### src/rtl/edge_bit_packer.sv
// edge_bit_packer
//   Thresholds a stream of binarized edge pixels into single bits, packs
//   eight of them (or fewer, when a line ends early) into a byte, and
//   queues the bytes in a small FIFO for a downstream consumer.
//
// Parameters
//   BIT_THRESHOLD : pixel >= threshold becomes bit 1, otherwise bit 0
//   FIFO_DEPTH    : packed-byte FIFO entries (power of two, >= 2)
//   LSB_FIRST     : 1 = first pixel of a byte lands in bit 0, 0 = bit 7
//   DATA_W        : pixel width
//
// Ports
//   i_clk        : clock, all state updates on the rising edge
//   i_rst        : synchronous active-high reset
//   i_valid      : input_pixel / i_eol valid this cycle
//   input_pixel  : binarized edge pixel (nominally 0 or 255)
//   i_eol        : pixel is the last one of its image line
//   o_ready      : block accepts a pixel this cycle (FIFO not full)
//   o_data       : packed byte at the FIFO head (8'h00 when empty)
//   o_last       : o_data is the final byte of a line
//   o_valid      : o_data / o_last valid (FIFO not empty)
//   i_ready      : downstream takes the head byte this cycle
module edge_bit_packer #(
  parameter int BIT_THRESHOLD = 128,
  parameter int FIFO_DEPTH    = 4,
  parameter bit LSB_FIRST     = 1'b1,
  parameter int DATA_W        = 8
) (
  input  logic              i_clk,
  input  logic              i_rst,
  input  logic              i_valid,
  input  logic [DATA_W-1:0] input_pixel,
  input  logic              i_eol,
  output logic              o_ready,
  output logic [7:0]        o_data,
  output logic              o_last,
  output logic              o_valid,
  input  logic              i_ready
);

  localparam int PTR_W = (FIFO_DEPTH > 1) ? $clog2(FIFO_DEPTH) : 1;
  localparam int CNT_W = $clog2(FIFO_DEPTH + 1);
  localparam int THR_W = DATA_W + 1;
  localparam logic [CNT_W-1:0] DEPTH_C = CNT_W'(FIFO_DEPTH);
  localparam logic [THR_W-1:0] THR_C   = THR_W'(BIT_THRESHOLD);

  // One extra bit so thresholds above the pixel range simply never fire.
  function automatic logic binarize(input logic [DATA_W-1:0] px);
    return ({1'b0, px} >= THR_C);
  endfunction

  logic [2:0]       bit_cnt;
  logic [7:0]       acc;
  logic [PTR_W-1:0] wr_ptr;
  logic [PTR_W-1:0] rd_ptr;
  logic [CNT_W-1:0] occ;
  logic [8:0]       fifo_mem [FIFO_DEPTH];

  logic       accept;
  logic       pop;
  logic       push;
  logic       pix_bit_p0;
  logic [2:0] bit_pos_p0;
  logic [7:0] acc_nxt_p0;

  // Handshake flags come only from the registered occupancy, so o_ready
  // has no combinational dependence on i_ready.
  assign o_ready = (occ < DEPTH_C);
  assign o_valid = (occ != '0);

  // Reset cycles neither accept pixels nor pop bytes.
  assign accept = i_valid && o_ready && !i_rst;
  assign pop    = o_valid && i_ready && !i_rst;

  // ---- stage p0: threshold the pixel and merge it into the accumulator
  assign pix_bit_p0 = binarize(input_pixel);
  assign bit_pos_p0 = LSB_FIRST ? bit_cnt : (3'd7 - bit_cnt);

  always_comb begin
    acc_nxt_p0             = acc;
    acc_nxt_p0[bit_pos_p0] = pix_bit_p0;
  end

  // A byte closes on its eighth bit or at end of line; positions not yet
  // written are still zero because the accumulator clears on every push.
  assign push = accept && ((bit_cnt == 3'd7) || i_eol);

  // ---- stage p1: packer state and FIFO bookkeeping
  always_ff @(posedge i_clk) begin
    if (i_rst) begin
      bit_cnt <= 3'd0;
      acc     <= 8'h00;
      wr_ptr  <= '0;
      rd_ptr  <= '0;
      occ     <= '0;
    end else begin
      if (push) begin
        bit_cnt <= 3'd0;
        acc     <= 8'h00;
      end else if (accept) begin
        bit_cnt <= bit_cnt + 3'd1;
        acc     <= acc_nxt_p0;
      end

      // Power-of-two depth lets the pointers wrap naturally.
      if (push) wr_ptr <= wr_ptr + PTR_W'(1);
      if (pop)  rd_ptr <= rd_ptr + PTR_W'(1);

      case ({push, pop})
        2'b10:   occ <= occ + CNT_W'(1);
        2'b01:   occ <= occ - CNT_W'(1);
        default: occ <= occ;
      endcase
    end
  end

  // Storage is data only; an empty FIFO is masked at the output instead.
  always_ff @(posedge i_clk) begin
    if (push) fifo_mem[wr_ptr] <= {i_eol, acc_nxt_p0};
  end

  // ---- stage p2: FIFO head presentation
  assign o_data = o_valid ? fifo_mem[rd_ptr][7:0] : 8'h00;
  assign o_last = o_valid && fifo_mem[rd_ptr][8];

endmodule

### config.mk
export PLATFORM = sky130hd
export DESIGN_NAME = edge_bit_packer
export DESIGN_NICKNAME = d
export VERILOG_FILES = /design/src/rtl/edge_bit_packer.sv
export SDC_FILE = /design/constraint.sdc
export NUM_CORES = 1
export LEC_CHECK = 0
export CAP_MARGIN = 20
export CORE_MARGIN = 2
export CORE_UTILIZATION = 60
export CTS_BUF_LIST = sky130_fd_sc_hd__clkbuf_4 sky130_fd_sc_hd__clkbuf_8 sky130_fd_sc_hd__clkbuf_16
export CTS_CLUSTER_SIZE = 16
export DETAILED_ROUTE_END_ITERATION = 16
export DONT_BUFFER_PORTS = 1
export PLACE_DENSITY = 0.76
export SLEW_MARGIN = 40
export SYNTH_ARGS = -nofsm -noshare
export SYNTH_HDL_FRONTEND = slang
export SYNTH_SLANG_ARGS = --single-unit
### constraint.sdc
create_clock -name i_clk -period 3.8 [get_ports i_clk]
set_clock_uncertainty 0.1 [all_clocks]
set_input_delay 0 -clock i_clk [delete_from_list [all_inputs] [get_ports i_clk]]
set_output_delay 0 -clock i_clk [all_outputs]
set_load 0.03 [all_outputs]
==> results.md <==
* Post-CTS setup buffer count at 0
* Count of max-cap constraint violations at 0
* Clock network latency to the later pin of the worst-skew pair at 0.30 ns
* Number of gates resized after cts at 0
* Ratio of final minimum period to clock period at 75.5%
* Share of synthesized area occupied by flip-flops and latches at between 50% and 60%
* Required time of the critical path at ~3.9 ns
* Status: complete, no violations
* Clock buffer depth at 2
* Maximum level of the CTS H-tree at 2
* Setup violators final at 0
* #FFs+latches synth at 56
* TritonCTS clock tree: done
* Number of buffers created by CTS at 5
* Area growth, synth to finish at 6.39%
* Gp weighted congestion at about 0.8
* Std cell rows at 23
* Cell count after synthesis at 190
* Final Cell Area at roughly 2600 µm²
* Number of global-route vias before repair at between 1000 and 1500
* Slew Limit Headroom at between 50 and 60%
* Antenna Cells at 0
* Starting Density at a little over 60%
* Pleak at a little over 0.9 nW
* Element type at the critical path start: flop
* Arrival time of data at the critical path endpoint at around 3 ns
* Power density of the placed cells at about 410 nW/µm²
* CTS clock-pin slew for the worst setup and hold paths at about 0.090 ns
* DRC violation count after routing at 0
* Tot GR Track Use at around a fifth
* VDD IR-drop max at between 0.2 and 0.25 mV
* Count of yosys warnings during synthesis at 0
* PortBufs at 0
* CTS sink cnt at 56
* Drt initial violations at roughly 110
* Mean post-synth cell area at about 13 µm²
* Number of unique standard cell types used by synthesis at 36
* Final critical-path setup slack at between 0.9 and 1 ns
* Number of failing hold endpoints at the final stage at 0
* Antenna violation net count after detailed routing at 0
* Maximum number of pins on one net before global-route repair at 17
* Class of the most critical setup path: flop to flop
* Total cell area at the placement stage at 2500 µm²
* Die X at approximately 68 µm
* Transition at the pin with the smallest max-transition slack at 0.683 ns
* Final critical delay including setup and external delays at 2.87 ns
* Die Ht at 68.4 µm
* Clock root buffer: sky130_fd_sc_hd__clkbuf_8
* Overall die area at around 4700 µm²
* Classification of the worst-slack hold path: input pin to flop
* Kind of end point of the critical path: flop
* Core footprint at between 4000 and 5000 µm²
* Maximum net fanout on the critical path at 12
* Remaining Overflow, GRT at 0
* Sum of net half-perimeters after detailed placement at approximately 2700 µm
* Post-place setup slack at ~0.99 ns
* Number of standard cells in the layout, taps in and fillers out at between 200 and 250
* Antenna violations before repair at 0
* Overall routed net length at 3970 µm
* Maximum clock rate at approximately 350 MHz
* Average routed wire per standard cell at 16.2 µm
* DR pass1 iterations at 4
* Final Slew Violations at 0
* Register-to-register setup slack at slightly above 0.9 ns
* Net Count, Synth at 211
* Via Count at approximately 1400
* Total instance count after detailed placement at around 230
* Global-route wire length before repair at between 6000 and 7000 µm
* Vias per std cell at between 5 and 6
* Filler Cell Count at ~300
* Hold buffer count at CTS at 6
* Post-synthesis instance area at 2490 µm²
* Share of cells above drive strength 1 at between 10% and 20%
* Post-layout net count at roughly 220
* Final total negative setup slack at 0 ns
* Top-level port count at 24
* Unrepaired setup endpoints after global routing: false
cell usage in the layout (no fill, tap or decap):
cell and count:
sky130_fd_sc_hd__a21bo_2 2, sky130_fd_sc_hd__a21oi_1 11, sky130_fd_sc_hd__and2_1 4, sky130_fd_sc_hd__and3b_1 1
sky130_fd_sc_hd__buf_4 1, sky130_fd_sc_hd__clkbuf_4 1, sky130_fd_sc_hd__clkbuf_8 5, sky130_fd_sc_hd__clkinv_1 1
sky130_fd_sc_hd__clkinvlp_4 1, sky130_fd_sc_hd__dfxtp_1 20, sky130_fd_sc_hd__dlygate4sd3_1 6, sky130_fd_sc_hd__edfxtp_1 36
sky130_fd_sc_hd__fa_1 1, sky130_fd_sc_hd__ha_1 7, sky130_fd_sc_hd__inv_1 11, sky130_fd_sc_hd__mux2_2 5
sky130_fd_sc_hd__mux2i_1 2, sky130_fd_sc_hd__mux4_2 9, sky130_fd_sc_hd__nand2_1 10, sky130_fd_sc_hd__nand2b_1 1
sky130_fd_sc_hd__nand3_1 6, sky130_fd_sc_hd__nand3b_1 1, sky130_fd_sc_hd__nor2_1 9, sky130_fd_sc_hd__nor2_2 1
sky130_fd_sc_hd__nor2b_1 10, sky130_fd_sc_hd__nor3_1 2, sky130_fd_sc_hd__nor3b_1 1, sky130_fd_sc_hd__nor3b_2 1
sky130_fd_sc_hd__o211ai_1 5, sky130_fd_sc_hd__o21ai_0 10, sky130_fd_sc_hd__o21ai_1 1, sky130_fd_sc_hd__o31ai_1 1
sky130_fd_sc_hd__o41ai_1 1, sky130_fd_sc_hd__or3_1 5, sky130_fd_sc_hd__or3b_2 1, sky130_fd_sc_hd__or3b_4 1
sky130_fd_sc_hd__xnor2_1 1, sky130_fd_sc_hd__xor2_1 3
path summary, 6_finish.rpt:
kind	from	to	cells past startpoint
setup / recovery	bit_cnt[0]	occ[2]	11
hold / removal	i_valid	wr_ptr[0]	3
hold reg to reg	acc[0]	acc[0]	2
setup reg to reg	bit_cnt[0]	occ[2]	11
kinds of logic after synthesis:
kind of cell	Yosys count	share of synthesized area, %
AOI/OAI and AO/OA	31	7.40
muxes	16	11.2
adders and majority gates	8	4.33
xor gates and xnor gates	4	1.41
DFF	56	59.6
buffers and inverters	21	4.03
and+or+nand+nor	54	12.0
routing by layer:
metal	routed length [µm]	GRT usage, %
met3	181	4.93
met5	0	0
met1	1780	24.6
met4	51	6.75
met2	1950	32.3
cell usage after synthesis (all sizes together):
| master | instances | share of area [%] |
|---|---|---|
| edfxtp | 36 | 43 |
| dfxtp | 20 | 16 |
| a21oi | 11 | 2.2 |
| inv | 11 | 1.7 |
| o21ai | 11 | 2.2 |
| nand2 | 10 | 1.5 |
| nor2 | 10 | 1.6 |
| nor2b | 10 | 2.5 |
| mux4 | 9 | 8.2 |
| ha | 7 | 3.5 |
| nand3 | 6 | 1.2 |
| buf | 5 | 1.6 |
| clkbuf | 5 | 0.75 |
| mux2 | 5 | 2.3 |
| o211ai | 5 | 1.5 |
| or3 | 5 | 1.3 |
| and2 | 4 | 1.0 |
| xor2 | 3 | 1.1 |
| a21bo | 2 | 0.81 |
| mux2i | 2 | 0.81 |
| nor3 | 2 | 0.40 |
| nor3b | 2 | 0.81 |
| or3b | 2 | 0.81 |
| and3b | 1 | 0.35 |
| fa | 1 | 0.81 |
| nand2b | 1 | 0.25 |
| nand3b | 1 | 0.30 |
| o31ai | 1 | 0.30 |
| o41ai | 1 | 0.35 |
| xnor2 | 1 | 0.35 |
cell type report:
class | count | area (µm²) | share of cell area, %
Clock inverter | 2 | 11.3 | 0.426
Multi-Input combinational cell | 113 | 905 | 34.2
Sequential cell | 56 | 1480 | 56.0
Clock buffer | 6 | 76.3 | 2.89
Tap cell | 50 | 62.6 | 2.37
Timing Repair Buffer | 7 | 67.6 | 2.55
Inverter | 11 | 41.3 | 1.56
per-stage QoR:
step / total power (W) / hold slack, ns / util (%)
floorplan: 0.000750 / -0.00113 / -
global placement: 0.000757 / -0.0273 / 62.4
detailed placement: 0.000762 / -0.0268 / 62.4
CTS: 0.00108 / 0.0899 / 66.1
global route: 0.00112 / 0.107 / 66.1
finish: 0.00108 / 0.0966 / 66.1
state kept, by name, summed over array words and instances (netlist names), named ones only:
| name | count |
|---|---|
| bit_cnt | 3 |
| acc | 8 |
| wr_ptr | 2 |
| fifo_mem | 36 |
| occ | 3 |
| rd_ptr | 2 |
power by group:
group | leakage (nW) | total, W | internal [W] | switching, W
Clock | 0.0423 | 0.000321 | 0.000135 | 0.000186
Sequential | 0.528 | 0.000666 | 0.000653 | 0.0000131
Combinational | 0.343 | 0.0000897 | 0.0000344 | 0.0000553
worst max-delay path, stage by stage (launching register included):
cell                      delay (ns)
sky130_fd_sc_hd__dfxtp_1        0.44
sky130_fd_sc_hd__ha_1           0.26
sky130_fd_sc_hd__ha_1           0.18
sky130_fd_sc_hd__nor2_1         0.36
sky130_fd_sc_hd__nor2_2         0.11
sky130_fd_sc_hd__inv_1          0.11
sky130_fd_sc_hd__ha_1           0.19
sky130_fd_sc_hd__inv_1          0.06
sky130_fd_sc_hd__fa_1           0.38
sky130_fd_sc_hd__xor2_1         0.16
sky130_fd_sc_hd__or3_1          0.31
sky130_fd_sc_hd__a21oi_1        0.14
Note: power is estimated with default switching activity, not from simulation.
